### config.mk
export PLATFORM = sky130hd
export DESIGN_NAME = rr_quantum_arbiter
export DESIGN_NICKNAME = d
export VERILOG_FILES = /design/src/rtl/rr_arb_pkg.sv /design/src/rtl/rr_pick.sv /design/src/rtl/rr_quantum_arbiter.sv
export SDC_FILE = /design/constraint.sdc
export NUM_CORES = 1
export LEC_CHECK = 0
export ABC_AREA = 1
export BUFFER_PORTS_ARGS = -buffer_cell sky130_fd_sc_hd__buf_2
export CORE_MARGIN = 4
export CORE_UTILIZATION = 30
export DETAILED_ROUTE_END_ITERATION = 8
export PLACE_DENSITY_LB_ADDON = 0.2
export SLEW_MARGIN = 20
export SYNTH_ARGS = -nofsm -noshare
export SYNTH_HDL_FRONTEND = slang
export SYNTH_SLANG_ARGS = --single-unit
### constraint.sdc
create_clock -name clk -period 3.3 [get_ports clk]
set_clock_uncertainty 0.05 [all_clocks]
set_input_delay 0.165 -clock clk [delete_from_list [all_inputs] [get_ports clk]]
set_output_delay 0.165 -clock clk [all_outputs]
set_load 0.05 [all_outputs]
### src/rtl/rr_arb_pkg.sv
// Shared types and helpers for the round-robin quantum arbiter.
// Pure definitions; no timing or flow-control behaviour of its own.
package rr_arb_pkg;

  typedef enum logic {
    IDLE  = 1'b0,
    GRANT = 1'b1
  } state_t;

  function automatic int idx_w(input int n);
    return (n > 1) ? $clog2(n) : 1;
  endfunction

endpackage

### src/rtl/rr_pick.sv
// Combinational round-robin picker: first set candidate at or above ptr, wrapping.
// Zero latency; no backpressure, vld simply reports whether any candidate is set.
module rr_pick
  import rr_arb_pkg::*;
#(
  parameter  int N  = 4,
  localparam int IW = idx_w(N)
) (
  input  logic [N-1:0]  cand,
  input  logic [IW-1:0] ptr,
  output logic [N-1:0]  win,
  output logic [IW-1:0] win_id,
  output logic          vld
);

  logic [N-1:0]  rot;
  logic [IW-1:0] pos;
  logic [IW:0]   sum;

  // Rotating right by ptr puts the highest-priority requester at bit 0.
  assign rot = N'({cand, cand} >> ptr);
  assign vld = |cand;

  always_comb begin
    pos = '0;
    for (int i = N - 1; i >= 0; i--) begin
      if (rot[i]) pos = IW'(i);
    end
  end

  always_comb begin
    sum = {1'b0, pos} + {1'b0, ptr};
    if (sum >= (IW + 1)'(N)) sum = sum - (IW + 1)'(N);
  end

  assign win_id = vld ? sum[IW-1:0] : '0;
  assign win    = vld ? (N'(1) << win_id) : '0;

endmodule

### src/rtl/rr_quantum_arbiter.sv
// N-way round-robin arbiter holding each grant for its owner's quantum; 1-cycle req-to-grant.
// Owner releases by dropping req; handover to the next requester is gap-free.
module rr_quantum_arbiter
  import rr_arb_pkg::*;
#(
  parameter  int N  = 4,
  parameter  int QW = 4,
  localparam int IW = idx_w(N)
) (
  input  logic            clk,
  input  logic            rst,
  input  logic [N-1:0]    req,
  input  logic [N*QW-1:0] quantum,
  output logic [N-1:0]    out,
  output logic [IW-1:0]   gnt_id,
  output logic            busy
);

  state_t        state, state_nx;
  logic [N-1:0]  out_nx;
  logic [IW-1:0] id_nx;
  logic [IW-1:0] ptr, ptr_nx;
  logic [QW-1:0] cnt, cnt_nx;
  logic [N-1:0]  cand, win;
  logic [IW-1:0] win_id;
  logic          win_vld;
  logic          take;
  logic [QW-1:0] q_arr [N];

  function automatic logic [IW-1:0] next_ptr(input logic [IW-1:0] w);
    return (w == IW'(N - 1)) ? '0 : w + 1'b1;
  endfunction

  // A programmed quantum of 0 behaves as 1 cycle.
  function automatic logic [QW-1:0] hold_load(input logic [QW-1:0] q);
    return (q == '0) ? '0 : q - 1'b1;
  endfunction

  always_comb begin
    for (int i = 0; i < N; i++) q_arr[i] = quantum[i*QW +: QW];
  end

  // The current owner never competes against itself at handover.
  assign cand = (state == GRANT) ? (req & ~out) : req;

  rr_pick #(.N(N)) u_pick (
    .cand   (cand),
    .ptr    (ptr),
    .win    (win),
    .win_id (win_id),
    .vld    (win_vld)
  );

  always_comb begin
    state_nx = state;
    out_nx   = out;
    id_nx    = gnt_id;
    cnt_nx   = cnt;
    ptr_nx   = ptr;
    take     = 1'b0;
    case (state)
      IDLE: begin
        if (win_vld) take = 1'b1;
      end
      GRANT: begin
        if (!req[gnt_id]) begin
          if (win_vld) begin
            take = 1'b1;
          end else begin
            state_nx = IDLE;
            out_nx   = '0;
            id_nx    = '0;
          end
        end else if (cnt == '0) begin
          if (win_vld) begin
            take = 1'b1;
          end else begin
            cnt_nx = hold_load(q_arr[gnt_id]);
            ptr_nx = next_ptr(gnt_id);
          end
        end else begin
          cnt_nx = cnt - 1'b1;
        end
      end
      default: state_nx = IDLE;
    endcase
    if (take) begin
      state_nx = GRANT;
      out_nx   = win;
      id_nx    = win_id;
      cnt_nx   = hold_load(q_arr[win_id]);
      ptr_nx   = next_ptr(win_id);
    end
  end

  always_ff @(posedge clk) begin
    if (rst) begin
      state  <= IDLE;
      out    <= '0;
      gnt_id <= '0;
      cnt    <= '0;
      ptr    <= '0;
    end else begin
      state  <= state_nx;
      out    <= out_nx;
      gnt_id <= id_nx;
      cnt    <= cnt_nx;
      ptr    <= ptr_nx;
    end
  end

  assign busy = |out;

endmodule

=== Word level (Yosys, flattened, before mapping) ===
Cells that the tools add are included.
W data, S select, Z words.

* Bits in registers: 13
* Bits of input ports: 22
* Output and inout port bits: 7

* $add $sub $neg: 7
* $lt $le $gt $ge: 4
* Eq/ne operators: 5
* Shifts and indexed selects: 2
* Muxes and demuxes: 45
* Bitwise operators: 5
* Reduce and logical (&&, ||, !) cells: 11

{| class="wikitable"
|+ Operator list
! operator !! number
|-
| $mux W4 || 17
|-
| $mux W2 || 17
|-
| $bmux W4 S2 || 2
|-
| $logic_not A4 Y1 || 3
|-
| $sub A4 B1 Y4 const B || 3
|-
| $ge A3 B3 Y1 const B || 3
|-
| $reduce_or A4 Y1 || 2
|-
| $shr A8 B2 Y4 || 1
|-
| $mux W1 || 7
|-
| $not A2 Y3 || 2
|-
| $reduce_and A3 Y1 || 2
|-
| $reduce_bool A2 Y1 || 3
|-
| $add A2 B1 Y2 const B || 2
|-
| $and A4 B4 Y4 || 1
|-
| $eq A2 B2 Y1 const B || 2
|-
| $ne A2 B2 Y1 const B || 2
|-
| $not A4 Y4 || 1
|-
| $reduce_and A4 Y1 || 1
|-
| $shl A1 B2 Y4 const A || 1
|-
| $add A2 B2 Y3 || 1
|-
| $lt A2 B3 Y1 const B || 1
|-
| $ne A3 B3 Y1 const B || 1
|-
| $bmux W1 S2 || 1
|-
| $pmux W1 S2 || 1
|-
| 2 further kinds || 2
|}

=== Logic depth before layout (Yosys ltp) ===
Gate-level depths: netlist of the first run.

* Depth in word-level cells: 19
* Gate-level depth with buffers: 20

=== Cells and area by module ===
Synthesis of the first run repeated with hierarchy kept, for this count alone.

* Cells, all modules: 245
* Area, all modules: 1383.8 um2

{| class="wikitable"
|+ Modules (own cells, without submodules)
! module !! instances !! cells each !! area each (um2) !! sequential area each (um2)
|-
| rr_quantum_arbiter || 1 || 198 || 1152.4 || 260.2
|-
| rr_pick || 1 || 47 || 231.5 || 0.0
|}

=== Worst setup path before layout of the first run ===
Ideal clock, no wire load.

* Path type: flip-flop to flip-flop
* From: register out[1]
* To: register ptr[1]
* Library setup time: 0.124 ns
* Arrival time: 2.545 ns
* Data required time: 3.126 ns
* Setup slack: 0.580 ns
* Stages on the path, launching flop included: 16
* Buffers on the path: 0
* Cell sequence: dfxtp_1 -> nand2_1 -> nand3_1 -> nand2_1 -> nand2_1 -> nand2_1 -> a31oi_1 -> nor2_1 -> ha_1 -> xor2_1 -> nand3_2 -> nand3_4 -> inv_1 -> ha_1 -> o22ai_1 -> a21oi_1

* Word-level cells in the longest chain between the ends: 15
* Elaborated cells on any way between the ends: 27
* Those cells by class: 3 x add/sub; 1 x order compare; 2 x eq/ne; 1 x shift; 13 x mux; 2 x bitwise; 5 x reduce/logical

{| class="wikitable"
|+ Ends and longest elaborated chain
! item !! RTL line !! text
|-
| start, declared || rr_quantum_arbiter.sv:14 || <nowiki>output logic [N-1:0] out,</nowiki>
|-
| start signal, assigned || rr_quantum_arbiter.sv:105 || <nowiki>out <= out_nx;</nowiki>
|-
| $not A4 Y4 (*) || rr_quantum_arbiter.sv:44 || <nowiki>assign cand = (state == GRANT) ? (req & ~out) : req;</nowiki>
|-
| $and A4 B4 Y4 (*) || rr_quantum_arbiter.sv:44 ||
|-
| $mux W4 (*) || rr_quantum_arbiter.sv:44 ||
|-
| $shr A8 B2 Y4 || rr_pick.sv:21 || <nowiki>assign rot = N'({cand, cand} >> ptr);</nowiki>
|-
| $mux W2 (4 in series) || rr_pick.sv:27 || <nowiki>if (rot[i]) pos = IW'(i);</nowiki>
|-
| $add A2 B2 Y3 || rr_pick.sv:32 || <nowiki>sum = {1'b0, pos} + {1'b0, ptr};</nowiki>
|-
| $ge A3 B3 Y1 or $sub A2 B1 Y2 (tied branches) || rr_pick.sv:33 || <nowiki>if (sum >= (IW + 1)'(N)) sum = sum - (IW + 1)'(N);</nowiki>
|-
| $mux W2 || rr_pick.sv:33 ||
|-
| $mux W2 || rr_pick.sv:36 || <nowiki>assign win_id = vld ? sum[IW-1:0] : '0;</nowiki>
|-
| $add A2 B1 Y2 or $eq A2 B2 Y1 (tied branches) || rr_quantum_arbiter.sv:31 || <nowiki>return (w == IW'(N - 1)) ? '0 : w + 1'b1;</nowiki>
|-
| $mux W2 || rr_quantum_arbiter.sv:31 ||
|-
| $mux W2 || rr_quantum_arbiter.sv:87 || <nowiki>if (take) begin</nowiki>
|-
| end signal, assigned || rr_quantum_arbiter.sv:108 || <nowiki>ptr <= ptr_nx;</nowiki>
|-
| end, declared || rr_quantum_arbiter.sv:22 || <nowiki>logic [IW-1:0] ptr, ptr_nx;</nowiki>
|}

Mark *: on every way between the ends. The rest lies on a longest branch, timed or not.
A chain may end at the register's enable or synchronous reset.

=== Final worst setup path of the first run ===
* From: register ptr[0]
* To: register ptr[1]

* Word-level cells in the longest chain between the ends: 12
* Elaborated cells on any way between the ends: 14
* Those cells by class: 3 x add/sub; 1 x order compare; 1 x eq/ne; 1 x shift; 8 x mux

{| class="wikitable"
|+ Ends and longest elaborated chain
! item !! RTL line
|-
| $shr A8 B2 Y4 || rr_pick.sv:21
|-
| $mux W2 (4 in series) || rr_pick.sv:27
|-
| $add A2 B2 Y3 (*) || rr_pick.sv:32
|-
| $ge A3 B3 Y1 or $sub A2 B1 Y2 (tied branches) || rr_pick.sv:33
|-
| $mux W2 (*) || rr_pick.sv:33
|-
| $mux W2 (*) || rr_pick.sv:36
|-
| $add A2 B1 Y2 or $eq A2 B2 Y1 (tied branches) || rr_quantum_arbiter.sv:31
|-
| $mux W2 (*) || rr_quantum_arbiter.sv:31
|-
| $mux W2 (*) || rr_quantum_arbiter.sv:87
|}

Marks and branches as above.

==> metrics, run 1 <==
CTS root buffer=clkbuf_8; busiest grt layer=met2; endpoint type of the worst setup path=register; Mapped Area=between 1000 and 1500 sq um; Reg-to-Reg Start=ptr[0]; Hold Vio Cnt, Final=0; Worst-Margin Slew=501 ps; layout cell share with drive strength beyond 1=0.164; routed vias/inst=4.95; Layout Area Growth over Synthesis=15.6%; core area=4500 sq um; CP max FO=10; Worst path most repeated cell=nand2_1; Worst VDD drop=0.434 mV; synthesized flop and latch total=13; largest net degree at the start of global routing=23; DIE HEIGHT=77.3 microns; wire per inst=11.8 microns; WL final=3.93 mm; critical path arrival=2830 ps; FMAX=between 300 and 400 MHz; main area contributors after synthesis=nand2_1, dfxtp_1, a21oi_1; met1 Usage GRT=0.202; r2r endpoint=ptr[1]; number of synthesized flops with an enable pin=0; final worst slack=543 ps; # rows=24; via count of the first global-routing pass=around 1500; Util after Layout=0.370; MaxCap Viol Count=0; first-pass GRT wire length=6.92 mm; Synth cell types=27; Via Count=1649; Place WS=382 ps; flop-to-flop setup slack=roughly 540 ps; sequential area share after synthesis=0.181; CP startpoint kind=register; count of final max-slew check failures=0; CP cell instances=inv_1 > nand3_1 > nand2_1 > nand2_1 > nand2_1 > a31oi_1 > nor2_1 > ha_1 > xor2_1 > nand3_2 > nand3_4 > inv_1 > ha_1 > o22ai_1 > a21oi_1; share of the synthesized area in the top cell type=0.232; Mapped Cells=252; Buf/Inv on CP=2; full die area=5970 sq um; WS Path Type=reg2reg; DIE WIDTH=77.3 microns; Main synth FF type=dfxtp_1; Tmin final=roughly 2800 ps; RSZ-0062 raised after global routing=no; Worst-Skew Late Latency=250 ps; Synth async-reset ratio=0; Post-synth top cells=nand2_1, inv_1, a21oi_1; met2 Track Usage GR=0.210; DRT iter0 DRCs=134; syn avg cell area=5.71 sq um; initial core utilization=0.320; met3 usage=0.0117; Sink Count=13; TritonRoute pass-1 iters=4; htree depth=1; hold path endpoint=cnt[1]; Yosys warning total=0; CTS Buf Count=3; PD cells=1190 nW/um^2; post-synth net total=281; # diodes=0; hold wc startpoint=rst; Clock Tree Buf Depth=2; initial antenna violation count=0; placer congestion estimate=0.838; most frequent cell after synthesis=nand2_1; post-CTS setup buffers=0; num ports=29; fin crit share=0.836; Hold Buf Count CTS=0; Setup Total Neg Slack=0 ps; WHS Path Cells=2; CP max stage cell=dfxtp_1; clock slew at reported path FFs=60 ps; Post-route DRC=0; critical path's largest stage delay=440 ps; Routed Antenna Nets=0; grt ovf=0; GRT Overall Usage=0.138; status=finished clean; critical path's top delay family=simple AND/OR/NAND/NOR gates; worst min-delay path category=in2reg; R2R depth=15; Critical Path RT=3380 ps; Post-DP HPWL=3.21 mm; # port buffers=28; number of setup violations in the final report=0; nets=311; leak pwr=0.911 nW; CTS tree=yes; slew margin rel.=0.666; post-synth top area cell=nand2_1
==> cell families after synthesis <==
kind of cell             Yosys count  synth area share
AO/OA/AOI/OAI                     54             0.204
XOR/XNOR                           2            0.0122
adder cells (fa/ha/maj)            7            0.0608
buffers and inverters             39             0.124
flip-flops                        13             0.181
AND/OR/NAND/NOR                  137             0.418
==> where the power goes <==
part	switching [mW]	internal (mW)	total, mW
logic	1.05	0.516	1.57
registers	0.0536	0.214	0.267
clock network	0.0610	0.0836	0.145
==> stage by stage <==
step | std cells | instance area (sq um) | hold slack (ps) | power, mW
2_1_floorplan | 252 | 1440 | 419 | 1.54
3_3_place_gp | 329 | 1620 | 398 | 1.85
3_5_place_dp | 329 | 1620 | 400 | 1.83
4_1_cts | 333 | 1660 | 138 | 1.98
5_1_grt | 333 | 1670 | 151 | 2.25
6_report | 333 | 1670 | 145 | 1.98
==> cell usage in the layout (no fill, tap or decap) <==
master / synthesis / final
a31oi_1: 2 / 2
a21oi_2: 2 / 2
o21ai_1: 0 / 1
ha_1: 7 / 7
o22ai_1: 1 / 1
nand3_4: 1 / 1
nor2_2: 2 / 2
or4_1: 1 / 1
dfxtp_1: 13 / 13
o211ai_1: 3 / 3
buf_4: 0 / 4
inv_1: 32 / 32
nand3_1: 19 / 19
clkbuf_8: 3 / 3
clkinv_2: 0 / 1
nand2_1: 89 / 88
nand4_1: 8 / 8
nand2_2: 2 / 3
nand3_2: 1 / 1
xor2_1: 2 / 2
o21ai_0: 21 / 20
nand2_4: 1 / 1
nor3_1: 2 / 2
buf_2: 1 / 28
nor2_1: 11 / 11
a21oi_1: 24 / 24
a32o_1: 1 / 1
==> how the worst max path moves through the flow <==
stage	start	end	slack, ps	cells past startpoint
6_report	ptr[0]	ptr[1]	540	15
5_1_grt	ptr[0]	cnt[3]	220	16
4_1_cts	ptr[0]	cnt[1]	370	19
3_5_place_dp	ptr[0]	cnt[1]	380	19
3_3_place_gp	ptr[0]	cnt[1]	430	19
2_1_floorplan	out[1]	ptr[1]	580	15
==> cell type report <==
| type | instances | area [sq um] |
|---|---|---|
| clock buffers | 3 | 41.3 |
| repair buffers | 32 | 170 |
| flip-flops and latches | 13 | 260 |
| inverters | 32 | 120 |
| clock inverters | 1 | 5.00 |
| multi-input cells | 200 | 1000 |
| well taps | 52 | 65.1 |
| fillers | 505 | 2840 |
==> what timing repair did <==
item	in CTS	in global routing
hold endpoints to repair	0	0
endpoints found under the setup margin	0	4
resized for setup	0	2
==> sequential cells by signal (all words and copies together), names as in the netlist <==
signal,count
ptr,2
state,1
gnt_id,2
out,4
cnt,4
==> layer usage <==
metal	wire length (microns)	vias to the layer above
li1	-	894
met1	2070	711
met2	1650	39
met3	147	5
met4	60	0
met5	0	-
==> worst reg2reg max path, stage by stage, from the launching register on <==
cell,delay (ps)
dfxtp_1,440
inv_1,130
nand3_1,120
nand2_1,60
nand2_1,60
nand2_1,80
a31oi_1,140
nor2_1,60
ha_1,190
xor2_1,240
nand3_2,240
nand3_4,210
inv_1,100
ha_1,290
o22ai_1,160
a21oi_1,80
(Power assumes the default switching activity.)
==> run 2: changes to the inputs <==
clock period = 2.8 ns   (was 3.3 ns; I/O delays follow)
==> run 2 against run 1 <==
  * Combinational power increased by 25%
  * Clock power increased by 16%
  * Critical endpoint is now cnt[2]
  * Routed wire length rose by 3.3%
==> metrics, run 2 (synthesis results as in run 1) <==
status=finished clean; Worst VDD drop=0.522 mV; WS Path Type=reg2reg; grt ovf=0; fin crit share=0.898; Worst-Skew Late Latency=240 ps; full die area=5970 sq um; Critical Path RT=2930 ps; layout cell share with drive strength beyond 1=0.201; Via Count=1674; core area=around 4500 sq um; Hold Buf Count CTS=0; Layout Area Growth over Synthesis=20.4%; met3 wire length=197 microns; # port buffers=28; nets=318; # rows=24; # diodes=0; initial core utilization=0.320; Largest regs=cnt x4, out x4; CTS tree=yes; CP Launch Point=ptr[0]; TritonRoute pass-1 iters=4; via count of the first global-routing pass=1541; Metal-1 WL=2.08 mm; DRT iter0 DRCs=126; Hold Vio Cnt, Final=0; placer congestion estimate=0.826; RSZ-0062 raised after global routing=no; uppermost routed layer=met4; commonest cells after routing, fill and taps aside=nand2_1, inv_1, buf_2, a21oi_1, nand3_1; htree depth=1; CP startpoint kind=register; num ports=29; Tmin final=2520 ps; Post-route DRC=0; hold wc startpoint=rst; Routed Antenna Nets=0; number of setup violations in the final report=0; Post-DP HPWL=3.34 mm; GRT Overall Usage=0.138; worst min-delay path category=in2reg; Clock Tree Buf Depth=2; Sink Count=13; clock slew at reported path FFs=approximately 60 ps; Tot Pwr=2.46 mW; leak pwr=approximately 0.94 nW; DIE WIDTH=slightly below 80 microns; initial antenna violation count=0; wire per inst=11.9 microns; slew margin rel.=0.583; WL final=around 4.1 mm; CTS Buf Count=3; endpoint type of the worst setup path=register; routed vias/inst=4.92; count of final max-slew check failures=0; CP max FO=11; commonest non-fill, non-tap cell in the layout=nand2_1; FMAX=~400 MHz; PD cells=1420 nW/um^2; Worst-Margin Slew=roughly 630 ps; Reg-to-Reg Start=ptr[0]; Setup Total Neg Slack=0 ps; routed length on met2=1.75 mm; largest net degree at the start of global routing=12; CTS root buffer=clkbuf_8; first-pass GRT wire length=6.89 mm; DIE HEIGHT=between 70 and 80 microns; critical path arrival=2640 ps; MaxCap Viol Count=0
-- run 2: worst paths after layout --
kind                  to  slack [ps]  cells after the start
setup reg to reg  cnt[2]         280                     19
setup / recovery  cnt[2]         280                     19
hold reg to reg   out[0]         440                      2
hold / removal    cnt[1]         120                      2
-- run 2: metal layers --
metal,vias to the layer above,GRT usage
met3,2,0.0141
met1,726,0.193
li1,900,-
met4,0,0.0356
met2,46,0.225
met5,-,0
-- run 2: timing repair --
action                                  in CTS  in global routing
setup buffers                                0                  2
gates resized for setup                      0                 11
endpoints found under the setup margin       0                  5
-- run 2: metrics by stage --
step / hold WS (ps) / util / area, sq um / setup slack [ps] / cells
floorplan: 394 / - / 1440 / 80.3 / 252
global placement: 375 / 0.367 / 1650 / 125 / 334
detailed placement: 379 / 0.367 / 1650 / 41.8 / 334
CTS: 120 / 0.377 / 1700 / 36.2 / 338
global route: 139 / 0.385 / 1730 / 5.61 / 340
finish: 120 / 0.385 / 1730 / 285 / 340
-- run 2: cell type report --
class                           count  area [sq um]
Multi-Input combinational cell    200          1020
Fill cell                         500          2770
Sequential cell                    13           265
Tap cell                           52          65.1
Timing Repair Buffer               39           223
Clock buffer                        4          45.0
Inverter                           32           120
-- run 2: critical path, cell delays in order (launching register included) --
cell and delay, ps:
dfxtp_2 380, inv_1 90, nand3_1 120, nand2_1 60, nand2_1 50, nand2_1 70
a31oi_1 150, nor2_1 60, ha_1 330, nand2_4 110, buf_4 170, nand2_1 50
o21ai_0 120, inv_1 80, nand2_1 60, nand2_2 80, nand3_1 110, nand2_1 90
nand3_1 70, a21oi_2 140
-- run 2: report_power, final --
group,switching [mW],internal [mW],total (mW)
Combinational,1.27,0.701,1.97
Clock,0.0675,0.100,0.168
Sequential,0.0620,0.255,0.317
==> run 3: changes to the inputs <==
CTS_BUF_LIST = sky130_fd_sc_hd__clkbuf_4 sky130_fd_sc_hd__clkbuf_8 sky130_fd_sc_hd__clkbuf_16   (was default)
==> run 3 against run 2 <==
  * Via count shrank 0.54%
  * Non-clock buffer count unchanged
  * Final area up 0.22%
  * Register-to-register slack about the same
  * Sequential cell count unchanged
  * Clock-buffer cell count stayed put
  * Critical path type unchanged
  * Critical endpoint unchanged
  * Highest routed layer unchanged
==> metrics, run 3 (synthesis results as in run 1) <==
initial core utilization=0.320; critical path arrival=2650 ps; FMAX=slightly below 400 MHz; WS Path Type=reg2reg; Min Hold Slack=120 ps; grt ovf=0; leak pwr=0.947 nW; Routed Antenna Nets=0; largest net degree at the start of global routing=12; initial antenna violation count=0; Clock Tree Buf Depth=2; via count of the first global-routing pass=1541; full die area=5970 sq um; Sink Count=13; fin crit share=0.900; DRT iter0 DRCs=117; Post-route DRC=0; Worst VDD drop=approximately 0.52 mV; internal power=roughly 1.1 mW; P_sw=1.41 mW; # diodes=0; CTS Buf Count=3; Reg power frac=0.129; final std cells w/o fill=between 300 and 400; Post-DP HPWL=roughly 3.3 mm; layout cell share with drive strength beyond 1=0.205; critical path's largest stage delay=~380 ps; wire per inst=around 12 microns; num ports=29; core area=4500 sq um; CP startpoint kind=register; DIE WIDTH=approximately 77 microns; clock slew at reported path FFs=about 60 ps; Tmin final=between 2000 and 3000 ps; routed vias/inst=4.90; RSZ-0062 raised after global routing=no; worst min-delay path category=in2reg; GRT Overall Usage=0.138; CTS tree=yes; power share of the combinational group=0.800; Hold Vio Cnt, Final=0; switching part of the total power=0.569; CTS root buffer=clkbuf_8; # port buffers=28; WL final=4.07 mm; Setup Total Neg Slack=0 ps; PD cells=1420 nW/um^2; first-pass GRT wire length=6.89 mm; TritonRoute pass-1 iters=4; slew margin rel.=0.577; Worst path most repeated cell=nand2_1; Largest regs=cnt x4, out x4; CP max stage cell=dfxtp_2; CP max FO=11; Layout Area Growth over Synthesis=20.7%; # fillers=about 500; CP cell instances=inv_1 > nand3_1 > nand2_1 > nand2_1 > nand2_1 > a31oi_1 > nor2_1 > ha_1 > nand2_4 > buf_4 > nand2_1 > o21ai_0 > inv_1 > nand2_1 > nand2_2 > nand3_1 > nand2_1 > nand3_1 > a21oi_2; Hold Buf Count CTS=0; Critical Path RT=2930 ps; count of final max-slew check failures=0; Worst-Margin Slew=634 ps; endpoint type of the worst setup path=register; Clock power frac=0.072; dpl cells=between 300 and 400; placer congestion estimate=0.826; nets=318; status=finished clean; Tot Pwr=2.47 mW; commonest cells after routing, fill and taps aside=nand2_1, inv_1, buf_2, a21oi_1, nand3_1; number of setup violations in the final report=0; commonest non-fill, non-tap cell in the layout=nand2_1; DIE HEIGHT=~77 microns; Via Count=1665; htree depth=1; MaxCap Viol Count=0; # rows=24; Worst-Skew Late Latency=240 ps
run 3: cell counts in the layout (fill, tap and decap cells not counted):
No cell type changed its count.
run 3: worst paths after layout:
check                            start     end  slack [ps]  depth (start not counted)
worst max-delay path            ptr[0]  cnt[2]         280                         19
worst min-delay path               rst  cnt[1]         120                          2
worst max register to register  ptr[0]  cnt[2]         280                         19
worst min register to register  out[0]  out[0]         440                          2
run 3: worst max-delay path, delay by kind of cell (launching register included):
kind / cells / cell delay (ps)
flip-flops: 1 / 380
adder cells (fa/ha/maj): 1 / 330
AND/OR/NAND/NOR: 12 / 940
buffers and inverters: 3 / 340
AO/OA/AOI/OAI: 3 / 420
run 3: layout make-up:
| type | count | area [sq um] | area share |
|---|---|---|---|
| clock buffer | 4 | 48.8 | 0.0281 |
| inverter | 32 | 120 | 0.0691 |
| multi-input combinational | 200 | 1020 | 0.585 |
| sequential | 13 | 265 | 0.153 |
| tap | 52 | 65.1 | 0.0374 |
| timing repair buffer | 39 | 223 | 0.128 |
run 3: through the flow:
| step | worst slack (ps) | cell area [sq um] | util |
|---|---|---|---|
| 2_1_floorplan | 80.3 | 1440 | - |
| 3_3_place_gp | 125 | 1650 | 0.367 |
| 3_5_place_dp | 41.8 | 1650 | 0.367 |
| 4_1_cts | 36.2 | 1700 | 0.378 |
| 5_1_grt | 5.68 | 1740 | 0.386 |
| 6_report | 279 | 1740 | 0.386 |
run 3: routing by layer:
metal	up-vias	GRT usage	part of all wire
li1	900	-	-
met1	717	0.193	0.51
met2	46	0.225	0.43
met3	2	0.0141	0.059
met4	0	0.0356	0.0071
met5	-	0	0
run 3: power groups by stage:
stage	combinational (mW)	clock, mW	sequential, mW
after floorplan	1.43	0	0.390
after global placement	1.91	0	0.319
after detailed placement	1.89	0	0.318
after CTS	1.90	0.181	0.315
after global routing	2.25	0.190	0.329
final	1.98	0.177	0.318
run 3: repair_timing:
| item | 4_1_cts | 5_1_grt |
|---|---|---|
| setup buffers | 0 | 2 |
| resized for setup | 0 | 11 |
| setup endpoints to repair | 0 | 5 |
